<file path="src/rtl/serial_add_sub_unit.sv">
// Bit-serial WIDTH-bit adder/subtractor: one full adder plus a carry flip-flop,
// operands consumed LSB-first, one bit per clock, with start/busy/done handshake.
module serial_add_sub_unit #(
   parameter int unsigned WIDTH = 8
) (
   input  logic             clock,
   input  logic             reset,
   input  logic             start,
   input  logic             subtract,
   input  logic [WIDTH-1:0] a,
   input  logic [WIDTH-1:0] b,
   output logic             busy,
   output logic             done,
   output logic [WIDTH-1:0] result,
   output logic             carryOut,
   output logic             overflow,
   output logic             zero
);

   localparam int unsigned CntW = (WIDTH > 1) ? $clog2(WIDTH) : 1;
   localparam logic [CntW-1:0] LastBit = CntW'(WIDTH - 1);

   typedef enum logic [1:0] {StIdle, StShift, StDone} state_e;

   state_e           state_q, state_d;
   logic [WIDTH-1:0] op_a_q, op_a_d;
   logic [WIDTH-1:0] op_b_q, op_b_d;
   logic [WIDTH-1:0] result_q, result_d;
   logic [CntW-1:0]  count_q, count_d;
   logic             carry_q, carry_d;
   logic             msb_cin_q, msb_cin_d;
   logic             done_q, done_d;
   logic             carry_out_q, carry_out_d;
   logic             overflow_q, overflow_d;
   logic             zero_q, zero_d;

   // Single full adder shared by every bit position.
   logic fa_sum, fa_cout;
   assign fa_sum  = op_a_q[0] ^ op_b_q[0] ^ carry_q;
   assign fa_cout = (op_a_q[0] & op_b_q[0]) | (carry_q & (op_a_q[0] ^ op_b_q[0]));

   always_comb begin
      state_d     = state_q;
      op_a_d      = op_a_q;
      op_b_d      = op_b_q;
      result_d    = result_q;
      count_d     = count_q;
      carry_d     = carry_q;
      msb_cin_d   = msb_cin_q;
      done_d      = 1'b0;
      carry_out_d = carry_out_q;
      overflow_d  = overflow_q;
      zero_d      = zero_q;
      unique case (state_q)
         StIdle: begin
            if (start) begin
               // Subtraction as a + ~b + 1: the +1 enters through the carry.
               op_a_d   = a;
               op_b_d   = subtract ? ~b : b;
               carry_d  = subtract;
               count_d  = '0;
               result_d = '0;
               state_d  = StShift;
            end
         end
         StShift: begin
            result_d = {fa_sum, result_q[WIDTH-1:1]};
            op_a_d   = {1'b0, op_a_q[WIDTH-1:1]};
            op_b_d   = {1'b0, op_b_q[WIDTH-1:1]};
            carry_d  = fa_cout;
            if (count_q == LastBit) begin
               msb_cin_d = carry_q;
               state_d   = StDone;
            end else begin
               count_d = count_q + 1'b1;
            end
         end
         StDone: begin
            done_d      = 1'b1;
            carry_out_d = carry_q;
            overflow_d  = msb_cin_q ^ carry_q;
            zero_d      = (result_q == '0);
            state_d     = StIdle;
         end
         default: state_d = StIdle;
      endcase
   end

   always_ff @(posedge clock) begin
      if (reset) begin
         state_q     <= StIdle;
         op_a_q      <= '0;
         op_b_q      <= '0;
         result_q    <= '0;
         count_q     <= '0;
         carry_q     <= 1'b0;
         msb_cin_q   <= 1'b0;
         done_q      <= 1'b0;
         carry_out_q <= 1'b0;
         overflow_q  <= 1'b0;
         zero_q      <= 1'b0;
      end else begin
         state_q     <= state_d;
         op_a_q      <= op_a_d;
         op_b_q      <= op_b_d;
         result_q    <= result_d;
         count_q     <= count_d;
         carry_q     <= carry_d;
         msb_cin_q   <= msb_cin_d;
         done_q      <= done_d;
         carry_out_q <= carry_out_d;
         overflow_q  <= overflow_d;
         zero_q      <= zero_d;
      end
   end

   assign busy     = (state_q == StShift);
   assign done     = done_q;
   assign result   = result_q;
   assign carryOut = carry_out_q;
   assign overflow = overflow_q;
   assign zero     = zero_q;

endmodule

</file>
<file path="config.mk">
export PLATFORM = sky130hd
export DESIGN_NAME = serial_add_sub_unit
export DESIGN_NICKNAME = d
export VERILOG_FILES = /design/src/rtl/serial_add_sub_unit.sv
export SDC_FILE = /design/constraint.sdc
export NUM_CORES = 1
export LEC_CHECK = 0
export ABC_AREA = 0
export CAP_MARGIN = 20
export CORE_MARGIN = 2
export CORE_UTILIZATION = 45
export DETAILED_ROUTE_END_ITERATION = 10
export GPL_TIMING_DRIVEN = 0
export MAX_ROUTING_LAYER = met4
export PLACE_DENSITY = 0.71
export SYNTH_ARGS = -nofsm -noshare
export SYNTH_HDL_FRONTEND = slang
export SYNTH_SLANG_ARGS = --single-unit
</file>
<file path="constraint.sdc">
create_clock -name clock -period 3.6 [get_ports clock]
set_input_delay 0.54 -clock clock [delete_from_list [all_inputs] [get_ports clock]]
set_output_delay 0.54 -clock clock [all_outputs]
set_load 0.05 [all_outputs]
</file>
==> summary.md, run 1 <==
The flow ran to the end, and the final reports show no timing, DRC or antenna violations. For this run, the share of the core covered by cells in the final layout is 61.4%. After technology mapping, the gate count stands at 174.

The synthesized area per cell came out at 9.32 um^2. Summed over all nets, the switching power comes to 226 uW. Total of max-cap violations: 0.

The path class of the lowest-slack min-delay path was flop to flop. The logs give 2 for the H-tree level count and 0 for the number of routed nets with antenna violations. For this run, the leading register cell type out of synthesis is sky130_fd_sc_hd__dfxtp_1. For the number of failing setup endpoints in the final timing report, the log shows 0. Kind of start point of the critical path: a flop. The area share of and/or/nand/nor cells after synthesis is 18.1%.

The startpoint identified for the worst register-to-register timing path is count_q[0]. The run gives 0 as the final number of hold-violating endpoints. The initial antenna violation count was 0; the worst slew slack as a fraction of its limit was 58.5%.

The proportion of total power due to net switching works out to 24.5%. Entering global routing, the biggest net connects 12 pins. The relative contribution of the clock network to total power is 38.1%, and the overall global routing resource usage is 19.0%.

For the worst flop-to-flop path, the logic depth is 5. Post-CTS timing repair inserted 0 buffers for setup. The post-synth net total was 197; the average wire per cell in the routed design was 13.2 um. In the routed layout, each cell is associated on average with a via count of 5.29. After synthesis, the share of flip-flops with an asynchronous set or reset is 0%. The die covers 4100 um^2. The peak supply drop was 0.225 mV; the ratio of cells with drive above 1 in the final layout was 14.2%.

The synthesized-area fraction occupied by ao, oa, aoi and oai cells was 24.0%; the number of storage elements in the synthesis netlist was 35. Buffers inserted during clock tree synthesis total 5. The final sum of negative setup slack is 0 ps. Wire length of the first global-routing pass: 5910 um. The largest single stage delay on the critical path is 810 ps. The cell area that synthesis handed to floorplanning was 1620 um^2. Input and output buffers added on the ports amount to 30. The initial utilization of the core area, before any placement, comes to 47.8%. The logs give 0 for the post-route DRC violation count and 380 MHz for the top achievable clock speed. By area, the combinational part of the netlist is dominated by compound AO/OA/AOI/OAI gates.

On the critical path, the stage with the largest delay is an instance of sky130_fd_sc_hd__clkdlybuf4s50_1. The signal on the critical path passes through nand2b_1, buf_4, inv_4, buf_4, clkdlybuf4s50_1. For the worst setup path, the data required time is 3060 ps.

In this run the worst setup path begins at state_q[1]. The number of global-route vias before repair was 1382; the clock input transition at the sequential cells of the worst setup and hold paths was 110 ps. TritonCTS built the clock tree.

The longest clock path from root to sink contains 2 buffers. Setup repair after global routing left no endpoint under its margin. The endpoint identified for the worst register-to-register timing path is count_q[0]. At the later pin of the worst-skew pair, clock insertion delay measures 350 ps. The worst-margin pin slew works out to 622 ps.

Global routing finished with a remaining overflow of 0. The power per unit of standard cell area is 443 nW/um^2, and the mux cell area share after synthesis is 0%. The net count of the finished layout is 234.

The number of pins with negative max-slew slack in the final report came out at 0. In this run, distinct cell masters in the synthesized netlist total 37. The die is 64.0 um wide. In this run the standard cell core region covers 3390 um^2.

CTS saw 35 sinks. 33 I/O pins were placed. Sequential elements use 43.2% of the synthesized area.

Leaving out fill and tap cells, the most frequent cell in the layout is sky130_fd_sc_hd__dfxtp_1. The root buffer cell chosen for the clock tree is sky130_fd_sc_hd__clkbuf_4. The total number of vias is 1366.

The critical path is of the flop to primary output type. Dividing the final minimum period by the clock period gives 73.1%. The logs give 3400 um for the final routed wirelength across all metal layers and 2080 um^2 for the post-route standard cell area excluding fillers. Worst clock skew: 14.9 ps. The depth of the worst hold-timing path was 2; the count of inserted antenna diode cells was 0. The global placer's final weighted congestion came out at 0.762. In the layout the commonest cells are sky130_fd_sc_hd__dfxtp_1, sky130_fd_sc_hd__nor2_1, sky130_fd_sc_hd__clkdlybuf4s50_1. The proportion of power drawn by flip-flops and latches is 45.7%, and the area growth from synthesis to layout is 28.3%. For this run, the detailed router's first-pass iteration total came to 4.

Hold repair after CTS inserted 0 buffers. Summing the areas of all fa, ha and maj instances in the mapped netlist gives 2.78% of the synthesized area. For this run, the number of Yosys warnings is 0. The clock period minus final worst setup slack is 2630 ps, and the largest driver fanout on the critical path is 10. Following the worst setup path forward leads to its endpoint at busy. Combinational logic burns 16.2% of the power. Among the stages of the critical path, the cell type that occurs most often is sky130_fd_sc_hd__buf_4. STA puts the critical path data arrival time at 2090 ps. STA classifies the critical path endpoint as a primary output. The setup slack of the most critical reg-to-reg path is 2120 ps. Detailed placement finished with a half-perimeter wire length of 2520 um.

Count of flip-flops with a built-in enable after synthesis: 0. Quantity of gates resized following cts: 0. The run gives 0.000764 uW as the leakage power summed over all cells.

The logs give 696 uW for the cell-internal power and 21 for the site row count. Of the total synthesized cell area, the portion taken by XOR and XNOR cells is 4.86%. The number of DRC markers after the initial detailed-route iteration was 82. The die is 64.0 um tall. After detailed placement, the total cell area comes to 1980 um^2.
==> state kept, by name, summed over array words and instances (netlist names), 2 cells and up <==
signal   flops
count_q      3
op_a_q       8
op_b_q       8
result       8
state_q      2
==> power groups by stage <==
stage                     clock [uW]  combinational (uW)  sequential [uW]
final                            351                 149              422
after global placement             0                 145              429
after detailed placement           0                 150              430
after global routing             376                 163              424
after CTS                        353                 151              421
after floorplan                    0                 103              431
==> metal layers <==
layer	up-vias	track usage (%)	share of wire, %	wire, um
met3	7	6.51	4.9	168
met5	-	-	0	0
li1	676	-	-	-
met4	0	5.16	1.2	42
met2	35	32.4	49	1660
met1	648	21.2	45	1530
==> how the worst min path moves through the flow <==
stage / start / end / slack, ps
final: carryOut / carryOut / 460
after floorplan: count_q[1] / count_q[1] / 450
after detailed placement: carryOut / carryOut / 450
after global routing: reset / op_b_q[4] / 480
after global placement: zero / zero / 450
after CTS: carryOut / carryOut / 460
==> metrics by stage <==
step	power, uW	cells	hold slack, ps	worst slack, ps
after global placement	575	250	447	1380
final	922	258	465	967
after detailed placement	580	250	448	1360
after global routing	963	258	478	889
after floorplan	534	174	453	2180
after CTS	925	258	461	961
==> worst max-delay path, delay by kind of cell, from the launching register on <==
kind	cells	cell delay (ps)
flip-flops	1	350
AND/OR/NAND/NOR	1	140
buffers and inverters	4	1250
==> Yosys cell counts (3+ instances only) <==
cell type,instances,area (um^2)
sky130_fd_sc_hd__nor2_1,31,116
sky130_fd_sc_hd__nand2b_1,4,25.0
sky130_fd_sc_hd__nand2_1,15,56.3
sky130_fd_sc_hd__buf_4,4,30.0
sky130_fd_sc_hd__xnor2_1,9,78.8
sky130_fd_sc_hd__a211oi_1,7,52.6
sky130_fd_sc_hd__inv_1,6,22.5
sky130_fd_sc_hd__buf_6,3,33.8
sky130_fd_sc_hd__dfxtp_1,35,701
sky130_fd_sc_hd__o21ai_0,4,20.0
sky130_fd_sc_hd__a2111oi_2,7,105
sky130_fd_sc_hd__a21oi_1,11,55.1
sky130_fd_sc_hd__a22oi_1,7,52.6
==> cell type report <==
cell class	count	area, um^2
repair buffers	30	300
clock buffers	6	41.3
inverters	7	28.8
plain buffers	12	85.1
well taps	46	57.6
clock inverters	2	60.1
flip-flops and latches	35	701
multi-input cells	120	807
fillers	305	1310
==> kinds of logic (layout without fill, tap and decap cells) <==
logic type | Yosys count | in the layout
DFF | 35 | 35
and+or+nand+nor | 63 | 63
xor gates and xnor gates | 9 | 9
buffers and inverters | 19 | 57
AOI/OAI and AO/OA | 45 | 45
adders and majority gates | 3 | 3
No activity file was read; power rests on OpenSTA's default activity.
==> run 2: changes to the inputs <==
==> constraint.sdc (replaced) <==
create_clock -name clock -period 2.51 [get_ports clock]
set_input_delay 0.3765 -clock clock [delete_from_list [all_inputs] [get_ports clock]]
set_output_delay 0.3765 -clock clock [all_outputs]
set_load 0.05 [all_outputs]
==> run 2 against run 1 <==
Effect of this change:
- global-route usage did not move
- via count unchanged
- first-iteration DRC count is the same
- cell count is the same
- sequential share of layout area barely moved
- worst setup slack lost 540 ps
- non-clock buffer count unchanged
- core utilization up 0.074 points
- count of clock-buffer cells in the layout unchanged
- critical path depth unchanged
- design area rose by 0.12%
- routed wire length about the same
- largest cell class unchanged
==> summary.md, run 2 (same netlist as run 1, synthesis figures left out) <==
The run finished with clean final reports. The path with the worst hold slack has its endpoint at op_b_q[4]. The startpoint identified for the worst register-to-register timing path is count_q[0]. Arrival time of the worst setup path: 1710 ps (-380 ps).

The logs give 0 (unchanged) for the final number of hold-violating endpoints and 0 (unchanged) for the post-route DRC violation count. The number of buffers added to fix hold violations after cts is 0 (unchanged). Maximum clock insertion buffer count: 2 (unchanged).

The final clock period utilization by the worst path was 83.2%. The tools report the launch point of the worst path as state_q[1]. Ratio of cells with drive above 1 in the final layout: 14.2% (unchanged). The worst hold path begins at reset.

TritonCTS built the clock tree. For the core footprint, the log shows 3390 um^2 (unchanged). The number of I/O port buffers was 30 (unchanged); the number of global-route vias before repair was 1382 (unchanged).

Area enclosed by the die boundary: 4100 um^2 (unchanged). The tools report the global placer's final weighted congestion as 0.762 (unchanged). The depth of the worst hold-timing path was 2 (unchanged); the total number of vias was 1366 (unchanged).

The site row count is 21 (unchanged), and the total of max-cap violations is 0 (unchanged). The logs give 0 (unchanged) for the number of routed nets with antenna violations and 2520 um (unchanged) for the HPWL after detailed placement. Area growth from synthesis to layout: 28.5%. For the final routed wirelength across all metal layers, the log shows 3400 um (about the same). Per-cell via count in the routed design: 5.29 (unchanged). The worst-margin pin slew was 622 ps (unchanged); the count of inserted antenna diode cells was 0 (unchanged). Setup repair after global routing left no endpoint under its margin. The setup slack of the most critical reg-to-reg path was 1030 ps (-1090 ps).

The starting density of the core is 47.8% (unchanged), and the number of buffers created by CTS is 5 (unchanged). For the pin count of the biggest net entering global routing, the log shows 12 (unchanged). The logs give 0.322 mV (+43%) for the peak supply drop and 234 (unchanged) for the number of nets in the layout. The number of inserted filler cells in the final layout came out at 304 (-0.33%). The number of placed I/O pins was 33 (unchanged).

The critical path is of the flop to primary output type. The number of cells on the worst reg-to-reg path came out at 5 (unchanged). The wire length of the first global-routing pass was 5910 um (unchanged).

The post-CTS setup-driven buffer insertion count was 0 (unchanged). The path class of the lowest-slack min-delay path was primary input to flop. The final sum of negative setup slack was 0 ps (unchanged); the remaining global-route overflow was 0 (unchanged). The worst slew slack as a fraction of its limit is 58.5% (unchanged), and the chip height is 64.0 um (unchanged).

The post-layout worst setup margin is 422 ps (-545 ps), and the top achievable clock speed is 479 MHz. For the post-placement setup slack, the log shows 432 ps (-926 ps). For the number of pins with negative max-slew slack in the final report, the log shows 0 (unchanged). The tools report the capturing point of the worst reg2reg path as count_q[0].

The most common library cell in the layout ignoring fill and taps was sky130_fd_sc_hd__dfxtp_1. The root buffer cell chosen for the clock tree is sky130_fd_sc_hd__clkbuf_4. The data required time at the worst endpoint is 2130 ps (-930 ps), and the total number of clock tree sinks is 35 (unchanged). The logs give 4 (unchanged) for the number of iterations in the first detailed-routing pass and 82 (unchanged) for the number of DRC markers after the initial detailed-route iteration.

Clock latency on the worst-skew pair: 350 ps (about the same). The number of failing setup endpoints in the final timing report was 0 (unchanged). Counting I/O delays and the setup requirement, the final critical path takes 2090 ps. The kind of start point of the critical path is a flop.

The largest driver fanout on the critical path was 10 (unchanged); the leakage power summed over all cells was 0.000778 uW (+1.8%). The average wire per cell in the routed design was 13.2 um (about the same). The clock input transition at the sequential cells of the worst setup and hold paths was 110 ps (about the same); the H-tree level count was 2 (unchanged).

The run gives 0 (unchanged) as the initial antenna violation count. The power per unit of standard cell area came out at 635 nW/um^2 (+43%). In the layout the commonest cells are sky130_fd_sc_hd__dfxtp_1, sky130_fd_sc_hd__nor2_1, sky130_fd_sc_hd__clkdlybuf4s50_1. The tools report the endpoint kind of the worst setup timing path as a primary output. Worst clock skew: 14.9 ps (unchanged). The tools report the overall global routing resource usage as 19.0% (unchanged). The die width is 64.0 um (unchanged).
[run 2: power by group]
| group | switching [uW] | leakage (uW) | total [uW] | internal (uW) |
|---|---|---|---|---|
| clock | 193 | 0.0000525 | 504 | 311 |
| combinational | 113 | 0.000439 | 214 | 101 |
| sequential | 18.5 | 0.000287 | 605 | 586 |
| total | 324 | 0.000778 | 1320 | 998 |
[run 2: timing repair]
action | CTS | global route
setup endpoints to repair | 0 | 1
gates resized for setup | 0 | 1
endpoints found under the hold margin | 0 | 0
[run 2: worst max path at each step]
stage,endpoint,slack [ps]
floorplan,count_q[0],1180
global placement,busy,450
detailed placement,busy,430
CTS,busy,30
global route,busy,350
finish,busy,420
[run 2: stage by stage]
step	cell area [um^2]	cells	util (%)	total power, uW	hold slack (ps)
2_1_floorplan	1620	174	-	766	453
3_3_place_gp	1980	250	58.4	824	447
5_1_grt	2080	258	61.5	1380	314
6_report	2080	258	61.5	1320	315
4_1_cts	2080	258	61.4	1330	325
3_5_place_dp	1980	250	58.4	832	448
[run 2: critical path, stage by stage (launching register included)]
cell and delay [ps]:
sky130_fd_sc_hd__dfxtp_1 350, sky130_fd_sc_hd__nand2b_1 140, sky130_fd_sc_hd__buf_4 170, sky130_fd_sc_hd__inv_4 90, sky130_fd_sc_hd__buf_4 180, sky130_fd_sc_hd__dlymetal6s2s_1 430
[run 2: final cells by class]
type	instances	area, um^2	share of cell area [%]
flip-flops and latches	35	701	33.6
plain buffers	12	85.1	4.08
well taps	46	57.6	2.76
repair buffers	30	303	14.5
inverters	7	28.8	1.38
clock inverters	2	60.1	2.88
multi-input cells	120	807	38.7
clock buffers	6	41.3	1.98
[run 2: layer usage]
metal	vias up	track usage, %	routed length, um
met5	-	-	0
met1	648	21.2	1530
met2	35	32.4	1650
met3	7	6.51	170
li1	676	-	-
met4	0	5.16	42
